## src/rtl/video_out_gen.sv

```systemverilog
// Video pixel transmitter: unpacks 32-bit FIFO words into an 8-bit pixel
// stream framed by line_valid/frame_valid, with line and frame blanking.
module video_out_gen #(
    parameter int p_WIDTH  = 640,
    parameter int p_HEIGHT = 480,
    parameter int p_LSYNC  = 160,
    parameter int p_FSYNC  = 40
) (
    input  logic        clk,
    input  logic        nRST,
    input  logic        fifo_empty,
    input  logic [31:0] fifo_data,
    output logic        r_e,
    output logic        line_valid,
    output logic        frame_valid,
    output logic [7:0]  pixel_out,
    output logic        underflow
);

    localparam logic [0:0] S_IDLE = 1'b0;
    localparam logic [0:0] S_RUN  = 1'b1;

    localparam logic [9:0] H_ACT  = 10'(p_WIDTH);
    localparam logic [9:0] V_ACT  = 10'(p_HEIGHT);
    localparam logic [9:0] H_LAST = 10'(p_WIDTH + p_LSYNC - 1);
    localparam logic [9:0] V_LAST = 10'(p_HEIGHT + p_FSYNC - 1);

    logic [0:0]  state_q, state_d;
    logic [9:0]  h_q, h_d;
    logic [9:0]  v_q, v_d;
    logic [23:0] sr_q, sr_d;
    logic        lv_q, lv_d;
    logic        fv_q, fv_d;
    logic [7:0]  pix_q, pix_d;
    logic        uf_q, uf_d;

    logic run;
    logic act;
    logic grp_start;

    assign run       = (state_q == S_RUN);
    assign act       = run && (v_q < V_ACT) && (h_q < H_ACT);
    assign grp_start = act && (h_q[1:0] == 2'd0);

    always_comb begin
        state_d = state_q;
        h_d     = h_q;
        v_d     = v_q;
        sr_d    = sr_q;
        pix_d   = 8'h00;
        uf_d    = 1'b0;
        r_e     = 1'b0;
        lv_d    = act;
        fv_d    = run && (v_q < V_ACT);

        if (!run) begin
            if (!fifo_empty) begin
                state_d = S_RUN;
            end
        end else if (h_q == H_LAST) begin
            h_d = 10'd0;
            v_d = (v_q == V_LAST) ? 10'd0 : v_q + 10'd1;
        end else begin
            h_d = h_q + 10'd1;
        end

        // An empty FIFO at a group boundary blanks all four pixels of it.
        if (grp_start) begin
            if (fifo_empty) begin
                uf_d = 1'b1;
                sr_d = 24'h0;
            end else begin
                r_e   = 1'b1;
                pix_d = fifo_data[31:24];
                sr_d  = fifo_data[23:0];
            end
        end else if (act) begin
            pix_d = sr_q[23:16];
            sr_d  = {sr_q[15:0], 8'h00};
        end
    end

    always_ff @(posedge clk or negedge nRST) begin
        if (!nRST) begin
            state_q <= S_IDLE;
            h_q     <= 10'd0;
            v_q     <= 10'd0;
            sr_q    <= 24'h0;
            lv_q    <= 1'b0;
            fv_q    <= 1'b0;
            pix_q   <= 8'h00;
            uf_q    <= 1'b0;
        end else begin
            state_q <= state_d;
            h_q     <= h_d;
            v_q     <= v_d;
            sr_q    <= sr_d;
            lv_q    <= lv_d;
            fv_q    <= fv_d;
            pix_q   <= pix_d;
            uf_q    <= uf_d;
        end
    end

    assign line_valid  = lv_q;
    assign frame_valid = fv_q;
    assign pixel_out   = pix_q;
    assign underflow   = uf_q;

endmodule

```

## config.mk

```make
export PLATFORM = sky130hd
export DESIGN_NAME = video_out_gen
export DESIGN_NICKNAME = d
export VERILOG_FILES = /design/src/rtl/video_out_gen.sv
export SDC_FILE = /design/constraint.sdc
export NUM_CORES = 1
export LEC_CHECK = 0
export ABC_CLOCK_PERIOD_IN_PS = 1930
export BUFFER_PORTS_ARGS = -buffer_cell sky130_fd_sc_hd__buf_2
export CORE_MARGIN = 8
export CORE_UTILIZATION = 55
export DETAILED_ROUTE_END_ITERATION = 12
export HOLD_SLACK_MARGIN = 0.08
export PLACE_DENSITY = 0.9
export SYNTH_ARGS = -nofsm -noshare
export SYNTH_HDL_FRONTEND = slang
export SYNTH_SLANG_ARGS = --single-unit
```

## constraint.sdc

```tcl
create_clock -name clk -period 1.93 [get_ports clk]
set_input_delay 0.2895 -clock clk [delete_from_list [all_inputs] [get_ports clk]]
set_output_delay 0.2895 -clock clk [all_outputs]
set_load 0.05 [all_outputs]
```

==> impl_metrics.ini <==
[status]
status = complete, no violations

[cts]
clock_sinks = 56
clk_latency_ns = 0.31
clockRootBuffer = clkbuf_8
cts_buffers = 5
cts.clk_slew.worst_paths_ns = 0.09
cts.path.max_buffers = 2
htreeDepth = 2
hold_buffers = 0
cts_tree = done

[worst_setup_path]
slowest_delay_ns = 0.45
cp_cell_sequence = nand4_1 -> nand4b_1 -> nor2b_4 -> clkbuf_4
critPathArrivalTime_ns = 1.57
end_kind = primary output
r2r_start = h_q[0]
cpMaxStageDelayCell = dfrtp_1
critPathRequiredTime_ns = 1.64
critPathLaunch = v_q[5]
path_max_fanout = 6
start_kind = flip-flop
crit_type = reg -> out

[routing]
vias = 1997
wire_per_inst_um = 14.40
met1Wirelength_mm = 2.398
ant_nets = 0
route.detailed.drc = 0
wl_met2_mm = 2.646
wl_mm = 5.399
firstDrtPassIters = 4
drt-initial-drc-count = 117
dr.max_layer_used = met4
dr_wl_met3_um = 242
viasPerCell = 5.325

[global_routing]
grt_pass1_wl_mm = 9.080
first_global_vias = 2025
grt_use_total = 0.1533
grt.overflow.total = 0
antenna_found_initial = 0
grt_start_max_net_pins = 58

[timing]
hold_viol_final = 0
hold_slack_ns = 0.09177
period_share = 0.9618
finalSetupViolCount = 0
tns_ns = 0
timing.fmax_ghz = 0.5387
skew_ns = 0.01151
max_slew_margin = 0.5394
max_slew.worst_pin.slew_ns = 0.6909
slew_viol_final = 0
period_minus_slack_ns = 1.856

[min_path]
hold_class = in -> async

[floorplanning]
die_h_um = 85.94
start_util = 0.5695
die_x_um = 85.94
fp.coreArea_sq_mm = 0.004723
ios = 47
floorplan.rows = 25
die-area_sq_mm = 0.007385

[yosys]
yosys-top-cells-area = dfrtp_1 52%, mux2i_1 6.3%, nand2_1 5.4%
synth_common_cells = 56 x dfrtp_1, 39 x nand2_1, 29 x o21ai_0, 20 x nor2b_1, 17 x mux2i_1
synth-edff-count = 0
syn-cell-area_sq_mm = 0.002690
synth_flop_cell = dfrtp_1
ys_seq_area_frac = 0.5209
synth_nets = 301
syn_inst = 263
yosysTopAreaCellShare = 0.5209
synth.most_common_cell = dfrtp_1
synth.avg_cell_area_sq_um = 10.23
synth_area_leader_cell = dfrtp_1
ys_types = 34
async_flop_share = 1.000
ys_warn_count = 0
ys_ff_latch = 56

[cells_and_area]
fin_util = 0.6562
syn2layout_area_growth_pct = 15.21
antennaDiodeCount = 0
final_nets = 345
drive_above_1_share = 0.2143

[flow_run]
drv_cap = 0

[pwr]
finalPower_w = 0.003028
p_leak_nw = 1.397
powerDensity_mw_per_mm2 = 976.9
ir_worst_vdd_uv = 560.2

[placed_design]
io_buffers = 46
place_congestion = 0.7855
hpwl_mm = 3.905
cell type report:
type | count | area, sq um
clock buffer | 7 | 86.33
clock inverter | 1 | 7.507
fill | 368 | 1624
inverter | 5 | 18.77
multi-input combinational | 186 | 1204
sequential | 56 | 1401
tap | 67 | 83.83
timing repair buffer | 53 | 297.8
worst paths after layout:
kind | endpoint | slack (ns) | depth (start not counted)
max | r_e | 0.07 | 4
min | v_q[5] | 0.09 | 2
max reg2reg | v_q[3] | 0.20 | 6
min reg2reg | sr_q[23] | 0.48 | 2
max in group asynchronous | run | 1.38 | 2
min in group clk | sr_q[2] | 0.20 | 3
through the flow:
stage / setup slack, ns / instance area (sq um) / std cells
6_report: 0.07372 / 3099 / 375
5_1_grt: -0.007576 / 3099 / 375
4_1_cts: 0.06105 / 3097 / 375
3_5_place_dp: 0.2319 / 2995 / 366
3_3_place_gp: 0.3202 / 2995 / 366
2_1_floorplan: 0.06938 / 2698 / 263
layer usage:
metal  up-vias  track usage
met5         -            0
met4         0      0.07484
met3         8      0.03820
met2        41       0.2519
met1       955       0.1824
li1        993            -
timing repair:
action	in CTS	in global routing
buffers inserted	1	0
resized for setup	0	1
endpoints found under the setup margin	1	1
pin swaps	1	0
critical path: cells and delay by family, from the launching register on:
kind | cells | cell delay [ns]
and+or+nand+nor | 3 | 0.57
DFF | 1 | 0.45
buffers and inverters | 1 | 0.23
where the power goes:
part	switching, W	internal (W)	total (W)
clock network	0.000368	0.000292	0.000660
logic	0.000517	0.000318	0.000835
registers	0.000158	0.00138	0.00153
cell usage in the layout (no fill, tap or decap), types with 2 or more instances in the layout:
cell type	n
dfrtp_1	56
buf_2	45
nand2_1	39
o21ai_0	29
nor2b_1	19
mux2i_1	17
xnor2_1	10
nand2b_1	9
a21oi_1	9
nand3b_1	7
nand4_1	6
and3_1	6
nand3_1	6
clkbuf_8	6
buf_4	6
inv_1	5
nor2_1	5
a31oi_1	3
ha_1	3
nor4_4	2
nor3b_1	2
state kept, by name (all words and copies together) (netlist names):
signal,cells
h_q,10
line_valid,1
v_q,10
underflow,1
pixel_out,8
run,1
sr_q,24
frame_valid,1
logic make-up (layout without fill, tap and decap cells):
logic type                 count (synthesis)  count (layout)  synth area share
AOI/OAI and AO/OA                         46              46           0.09210
xor gates and xnor gates                  11              11           0.03581
adders and majority gates                  3               3           0.01395
buffers and inverters                     21              66           0.03442
DFF                                       56              56            0.5209
muxes                                     17              17           0.06325
and+or+nand+nor                          109             109            0.2395
Power figures use the tool's default switching activity.
